$ cat src/rtl/div_clk_monitor.sv
// div_clk_monitor: measures period/high time of a divided clock sampled in clk, locks when the ratio equals EXP_DIV.
// Outputs 1 cycle after the detected rise (+2 cycles with DIV_CLK_MONITOR_SYNC_EN defined); no backpressure.
module div_clk_monitor #(
  parameter int CNT_W    = 8,
  parameter int EXP_DIV  = 4,
  parameter int LOCK_CNT = 4
) (
  input  logic             clk,
  input  logic             rst,
  input  logic             clk_in,
  output logic [CNT_W-1:0] period,
  output logic [CNT_W-1:0] high_time,
  output logic             meas_valid,
  output logic             locked,
  output logic             err,
  output logic             timeout
);

  localparam logic [CNT_W-1:0] CNT_MAX = '1;
  localparam logic [CNT_W-1:0] EXP_PER = CNT_W'(EXP_DIV);
  localparam logic [CNT_W-1:0] HI_LO   = CNT_W'(EXP_DIV / 2);
  localparam logic [CNT_W-1:0] HI_HI   = CNT_W'((EXP_DIV + 1) / 2);
  localparam logic [3:0]       LOCK_N  = 4'(LOCK_CNT);

  typedef enum logic [1:0] {
    IDLE   = 2'd0,
    MEAS   = 2'd1,
    LOCKED = 2'd2
  } state_t;

  state_t           state;
  state_t           state_nxt;
  logic             samp_src;
  logic             samp;
  logic             samp_d;
  logic             rise;
  logic [CNT_W-1:0] per_cnt;
  logic [CNT_W-1:0] hi_cnt;
  logic [3:0]       match_cnt;
  logic [3:0]       match_inc;
  logic             is_match;
  logic             lock_hit;
  logic             at_max;

`ifdef DIV_CLK_MONITOR_SYNC_EN
  logic [1:0] sync_q;

  always_ff @(posedge clk) begin
    if (rst) begin
      sync_q <= 2'b11;
    end else begin
      sync_q <= {sync_q[0], clk_in};
    end
  end

  assign samp_src = sync_q[1];
`else
  assign samp_src = clk_in;
`endif

  // Edge flops reset high so a clk_in already high at reset release is not seen as a rise.
  always_ff @(posedge clk) begin
    if (rst) begin
      samp   <= 1'b1;
      samp_d <= 1'b1;
    end else begin
      samp   <= samp_src;
      samp_d <= samp;
    end
  end

  assign rise      = samp & ~samp_d;
  assign at_max    = (per_cnt == CNT_MAX);
  assign is_match  = (per_cnt == EXP_PER) && ((hi_cnt == HI_LO) || (hi_cnt == HI_HI));
  assign match_inc = (match_cnt >= LOCK_N) ? LOCK_N : match_cnt + 4'd1;
  assign lock_hit  = is_match && (match_inc == LOCK_N);

  always_ff @(posedge clk) begin
    if (rst) begin
      state <= IDLE;
    end else begin
      state <= state_nxt;
    end
  end

  always_comb begin
    state_nxt = state;
    case (state)
      IDLE: begin
        if (rise) state_nxt = MEAS;
      end
      MEAS, LOCKED: begin
        if (rise) begin
          state_nxt = lock_hit ? LOCKED : MEAS;
        end else if (at_max) begin
          state_nxt = IDLE;
        end
      end
      default: state_nxt = IDLE;
    endcase
  end

  always_comb begin
    locked = (state == LOCKED);
  end

  // A rise on the cycle per_cnt sits at its maximum is captured, not timed out.
  always_ff @(posedge clk) begin
    if (rst) begin
      per_cnt    <= '0;
      hi_cnt     <= '0;
      match_cnt  <= '0;
      period     <= '0;
      high_time  <= '0;
      meas_valid <= 1'b0;
      err        <= 1'b0;
      timeout    <= 1'b0;
    end else begin
      meas_valid <= 1'b0;
      err        <= 1'b0;
      timeout    <= 1'b0;
      if (state == IDLE) begin
        if (rise) begin
          per_cnt <= CNT_W'(1);
          hi_cnt  <= CNT_W'(1);
        end
      end else if (rise) begin
        period     <= per_cnt;
        high_time  <= hi_cnt;
        meas_valid <= 1'b1;
        per_cnt    <= CNT_W'(1);
        hi_cnt     <= CNT_W'(1);
        if (is_match) begin
          match_cnt <= match_inc;
        end else begin
          match_cnt <= '0;
          err       <= 1'b1;
        end
      end else if (at_max) begin
        timeout   <= 1'b1;
        match_cnt <= '0;
        per_cnt   <= '0;
        hi_cnt    <= '0;
      end else begin
        per_cnt <= per_cnt + CNT_W'(1);
        hi_cnt  <= hi_cnt + {{(CNT_W-1){1'b0}}, samp};
      end
    end
  end

endmodule

$ cat config.mk
export PLATFORM = sky130hd
export DESIGN_NAME = div_clk_monitor
export DESIGN_NICKNAME = d
export VERILOG_FILES = /design/src/rtl/div_clk_monitor.sv
export SDC_FILE = /design/constraint.sdc
export NUM_CORES = 1
export LEC_CHECK = 0
export CELL_PAD_IN_SITES_DETAIL_PLACEMENT = 1
export CELL_PAD_IN_SITES_GLOBAL_PLACEMENT = 1
export CORE_MARGIN = 4
export CORE_UTILIZATION = 41
export CTS_BUF_LIST = sky130_fd_sc_hd__clkbuf_4 sky130_fd_sc_hd__clkbuf_8 sky130_fd_sc_hd__clkbuf_16
export DETAILED_ROUTE_END_ITERATION = 12
export PLACE_DENSITY_LB_ADDON = 0.08
export SLEW_MARGIN = 20
export SYNTH_ARGS = -nofsm -noshare
export SYNTH_HDL_FRONTEND = slang
export SYNTH_SLANG_ARGS = --single-unit
$ cat constraint.sdc
create_clock -name clk -period 1.75 [get_ports clk]
set_input_delay 0.35 -clock clk [delete_from_list [all_inputs] [get_ports clk]]
set_output_delay 0.35 -clock clk [all_outputs]
set_load 0.02 [all_outputs]
* Word level (Yosys, flattened, before mapping)
Index checks and enable logic that the tools add are counted.
** Operators by class
- Add/sub/neg operators :: 3
- Order comparisons :: 1
- Eq/ne operators :: 8
- Mux-type cells :: 19
- Bitwise logic cells :: 4
- Reductions and logical operators :: 11
** Operators by type and width (count)
- two-way mux 8 bit :: 7
- two-way mux 4 bit :: 4
- adder 8 x 1 -> 8 bit :: 1
- adder 8 x 1 -> 8 bit, second input constant :: 1
- equality test 8 x 2 -> 1 bit, second input constant :: 1
- equality test 8 x 3 -> 1 bit, second input constant :: 1
- equality test 8 bit, second input constant :: 1
- two-way mux 2 bit :: 4
- AND reduction 2 bit :: 3
- OR reduction 3 bit :: 2
- adder 4 x 1 -> 4 bit, second input constant :: 1
- equality test 4 x 3 -> 1 bit, second input constant :: 1
- greater-or-equal comparator 4 x 3 -> 1 bit, second input constant :: 1
- one-hot mux 2 bit (2 select lines) :: 1
- OR reduction 2 bit :: 2
- two-way mux 1 bit :: 3
- != test 3 bit, second input constant :: 1
- NOT 1 bit :: 3
- equality test 2 x 1 -> 1 bit, second input constant :: 1
- equality test 2 bit, second input constant :: 1
- logical AND 1 bit :: 2
- zero test 2 bit :: 1
- != test 2 bit, second input constant :: 1
- nonzero test 2 bit :: 1
- AND 1 bit :: 1
** Word-level totals
- Register bits :: 43
- Output and inout port bits :: 20

* Logic depth before layout (Yosys ltp)
- Depth in word-level cells :: 7
- Gate-level depth with buffers :: 7

* Worst setup path before layout
No wires, ideal clock.
- Path type :: flip-flop to flip-flop
- Start point :: register state[0]
- End point :: register high_time[0]
- Setup time :: 0.132 ns
- Arrival time :: 1.447 ns
- Data required time :: 1.618 ns
- Setup slack :: 0.171 ns
- Stages on the path, launching flop included :: 8
- Buffers on the path :: 2
- Clock period less this slack :: 1.579 ns
- Path through :: dfxtp_1 > inv_1 > ha_1 > or3b_1 > buf_2 > buf_1 > nand2_1 > a21oi_1
** On the way
- Longest elaborated chain between the ends :: 3
** Ends and longest elaborated chain
- start, declared :: line 31 : state_t state;
- start signal, assigned :: line 82 : state <= state_nxt;
- zero test 2 bit :: line 122 : if (state == IDLE) begin
- NOT 1 bit (no source line)
- AND reduction 2 bit (no source line)
- end signal, assigned :: line 129 : high_time <= hi_cnt;
- end, declared :: line 12 : output logic [CNT_W-1:0] high_time,
No other way between the ends.
A chain may end at the register's enable or synchronous reset.

* Final worst setup path
- Start point :: register state[0]
- End point :: register hi_cnt[7]
** On the way
- Longest elaborated chain between the ends :: 2
** Ends and longest elaborated chain
- zero test 2 bit (*) :: line 122
- != test 2 bit (no source line) / two-way mux 8 bit (equally long branches)
- end signal, assigned :: line 146 : hi_cnt <= hi_cnt + {{(CNT_W-1){1'b0}}, samp};
- end, declared :: line 38 : logic [CNT_W-1:0] hi_cnt;
Every way passes the cells marked *; elsewhere a longest branch is shown, timed or not.

==> impl_metrics.sql <==
INSERT INTO impl_metrics (metric_group, metric, value, unit) VALUES
('clocking', 'cts_htree_levels', '2', ''),
('global_routing', 'globalRoute.totalOverflow', '0', ''),
('critical_path', 'slowest_stage_cell_cp', 'sky130_fd_sc_hd__a2111o_1', ''),
('synthesis', 'synth.ff_latch_count', '43', ''),
('critical_path', 'sum_of_buffers_and_inverters_on_the_critical_path', '2', ''),
('finish', 'n_antenna_cell', '0', ''),
('routing', 'dr.pass1.iters', '4', ''),
('clocking', 'cts_tree', 'yes', ''),
('finish', 'layout.core_utilization', '52.6', '%'),
('synthesis', 'most_instantiated_cells_after_synthesis', '49 x sky130_fd_sc_hd__nand2_1, 43 x sky130_fd_sc_hd__dfxtp_1, 28 x sky130_fd_sc_hd__a21oi_1', ''),
('floorplan', 'fp.dieW', '76.2', 'um'),
('global_routing', 'grt_start_max_net_pins', '18', ''),
('timing', 'final_hold_vios', '0', ''),
('critical_path', 'setup.worst_path.start_class', 'flop', ''),
('routing', 'drt_first_iter_violations', '61', ''),
('critical_path', 'setup.worst_path.end_class', 'flop', ''),
('synthesis', 'post_synth_inst_count', '227', ''),
('global_routing', 'number_of_global_route_vias_before_repair', '1737', ''),
('synthesis', 'netlist.top_cell.by_area', 'sky130_fd_sc_hd__dfxtp_1', ''),
('floorplan', 'initial_utilization', '43.0', '%'),
('synthesis', 'synth_area', '0.00191', 'sq mm'),
('global_routing', 'antenna_violations_before_repair', '0', ''),
('hold_path', 'worst_hold_path_type', 'flop to flop', ''),
('critical_path', 'critical_path.top_delay_family', 'compound AO/OA/AOI/OAI gates', ''),
('routing', 'routed_via_density', '5.40', ''),
('placement', 'post-place-ws', '19.2', 'ps'),
('flow_run', 'max-cap-violations', '0', ''),
('timing', 'layout_worst_path_cycle_share', '93.6', '%'),
('placement', 'io_buffers', '22', ''),
('pwr', 'total_leakage_power', '0.848', 'nW'),
('timing', 'timing.setup.tns', '0', 'ps'),
('critical_path', 'arrival_time_reported_for_the_critical_path_endpoint', '1850', 'ps'),
('timing', 'setup_ws', '112', 'ps'),
('floorplan', 'chipHeight', '76.2', 'um'),
('clocking', 'cts.reportedPaths.clkPinSlew', '70', 'ps'),
('routing', 'drt-total-wl', '4610', 'um'),
('clocking', 'cts_num_sinks', '43', ''),
('synthesis', 'seq_area_frac_synth', '45.1', '%'),
('placement', 'place_hpwl', '3520', 'um'),
('timing', 'maxSlewViolCount', '0', ''),
('global_routing', 'grt_pass1_wl', '8310', 'um'),
('synthesis', 'synth_top_cells_by_area', 'sky130_fd_sc_hd__dfxtp_1 45%, sky130_fd_sc_hd__nand2_1 9.6%, sky130_fd_sc_hd__a21oi_1 7.3%', ''),
('pwr', 'ir_worst_vdd', '0.000265', 'V'),
('floorplan', 'rows', '24', ''),
('timing', 'timing.max_slew.rel_slack', '77.7', '%'),
('critical_path', 'crit_path_max_incr_delay', '520', 'ps'),
('routing', 'wl_per_cell', '14.8', 'um'),
('critical_path', 'timing.critical_path.required', '1960', 'ps'),
('synthesis', 'syn_nets', '238', ''),
('global_routing', 'total_routing_usage_gr', '17.5', '%'),
('clocking', 'clock_latency_on_the_worst_skew_pair', '290', 'ps'),
('clocking', 'maximum_number_of_buffers_from_clock_root_to_sink', '2', ''),
('synthesis', 'synth_enable_flop_cells', '0', ''),
('finish', 'multi_input_comb_area', '976', 'sq um'),
('timing', 'tightestPinTransition', '332', 'ps'),
('timing', 'setup_viol', '0', ''),
('synthesis', 'post-synth-top-count-cell', 'sky130_fd_sc_hd__nand2_1', ''),
('placement', 'replace_congestion', '0.766', ''),
('finish', 'syn_to_final_growth', '22.3', '%'),
('floorplan', 'top_level_ports', '23', ''),
('synthesis', 'ys_async_sr_fraction', '0', '%'),
('routing', 'dr_total_vias', '1678', ''),
('timing', 'post-route-min-period', '1640', 'ps'),
('critical_path', 'worst-path-max-fanout', '8', ''),
('finish', 'final_nets', '271', ''),
('run_status', 'status', 'complete, no violations', ''),
('synthesis', 'count_of_different_cell_masters_after_synthesis', '46', ''),
('synthesis', 'synth_top_cell_area_share', '45.1', '%'),
('timing', 'max_clock_freq', '0.610', 'GHz'),
('finish', 'drive_above_1_share', '13.5', '%'),
('critical_path', 'criticalPathCategory', 'flop to flop', '');
==> logic make-up (layout without fill, tap and decap cells) <==
| group | Yosys count | in the layout | share of synthesized area [%] |
|---|---|---|---|
| buffers and inverters | 17 | 49 | 3.93 |
| multiplexers | 1 | 1 | 0.524 |
| AO/OA/AOI/OAI | 47 | 47 | 15.1 |
| AND/OR/NAND/NOR | 106 | 106 | 27.8 |
| flip-flops | 43 | 43 | 45.1 |
| adder cells (fa/ha/maj) | 8 | 8 | 5.24 |
| XOR/XNOR | 5 | 5 | 2.29 |
==> cell usage in the layout (no fill, tap or decap), types with 2 or more instances in the layout <==
cell / netlist / final
sky130_fd_sc_hd__nand2_1: 49 / 49
sky130_fd_sc_hd__dfxtp_1: 43 / 40
sky130_fd_sc_hd__a21oi_1: 28 / 28
sky130_fd_sc_hd__clkdlybuf4s50_1: 0 / 21
sky130_fd_sc_hd__buf_4: 0 / 15
sky130_fd_sc_hd__nor2_1: 12 / 12
sky130_fd_sc_hd__nand3_1: 9 / 9
sky130_fd_sc_hd__nor3_1: 8 / 8
sky130_fd_sc_hd__ha_1: 8 / 7
sky130_fd_sc_hd__inv_1: 6 / 6
sky130_fd_sc_hd__o21ai_0: 5 / 5
sky130_fd_sc_hd__clkbuf_8: 0 / 5
sky130_fd_sc_hd__and2_1: 3 / 3
sky130_fd_sc_hd__nand4_1: 3 / 3
sky130_fd_sc_hd__xor2_1: 3 / 3
sky130_fd_sc_hd__dfxtp_2: 0 / 3
sky130_fd_sc_hd__or2_2: 2 / 2
sky130_fd_sc_hd__nand2b_1: 2 / 2
sky130_fd_sc_hd__nor2b_1: 2 / 2
sky130_fd_sc_hd__o31ai_1: 2 / 2
sky130_fd_sc_hd__a21o_1: 2 / 2
sky130_fd_sc_hd__xnor2_1: 2 / 2
sky130_fd_sc_hd__nor3_2: 2 / 2
sky130_fd_sc_hd__a211o_1: 2 / 2
sky130_fd_sc_hd__a32o_1: 2 / 2
==> per-layer routing <==
metal	GRT usage (%)	vias to the layer above	share of wire [%]	routed length, um
met2	28.0	20	45	2070
li1	-	851	-	-
met1	23.0	800	50	2320
met4	6.52	0	1.7	76
met3	3.90	7	3.0	140
met5	0	-	0	0
==> flip-flops by register name (all words and copies together) (netlist names) <==
name and flops:
match_cnt 4, per_cnt 8, samp_d 1, meas_valid 1
err 1, period 8, hi_cnt 8, timeout 1
state 2, high_time 8, samp 1
==> timing repair <==
item,CTS,global route
pin swaps,0,3
cloned,0,0
gates resized for setup,1,4
setup endpoints to repair,1,8
==> area by class of cell <==
cell class	count	area share (%)
clock buffers	6	3.27
well taps	52	2.79
inverters	6	0.964
flip-flops and latches	43	37.0
multi-input cells	167	41.8
repair buffers	37	14.2
==> stage by stage <==
stage	cell area (sq um)	power, mW	hold WS, ps	std cells
final	2340	1.69	453	311
after global routing	2340	1.77	486	311
after CTS	2330	1.71	460	311
after detailed placement	2250	1.11	449	305
after global placement	2250	1.11	443	305
after floorplan	1910	1.07	420	227
==> path summary, 6_finish.rpt <==
kind / start / slack [ps] / depth (start not counted) / end
setup / recovery: state[0] / 110 / 5 / hi_cnt[7]
hold / removal: match_cnt[1] / 450 / 2 / match_cnt[1]
setup reg to reg: state[0] / 110 / 5 / hi_cnt[7]
hold reg to reg: match_cnt[1] / 450 / 2 / match_cnt[1]
==> worst min-delay path, delay by kind of cell, from the launching register on <==
| family | cells | cell delay (ps) |
|---|---|---|
| and+or+nand+nor | 2 | 100 |
| DFF | 1 | 320 |
==> power breakdown <==
group / internal (mW) / switching, mW
Combinational: 0.0395 / 0.0547
Clock: 0.282 / 0.313
Sequential: 0.987 / 0.0104
Total: 1.31 / 0.378
(Power assumes the default switching activity.)
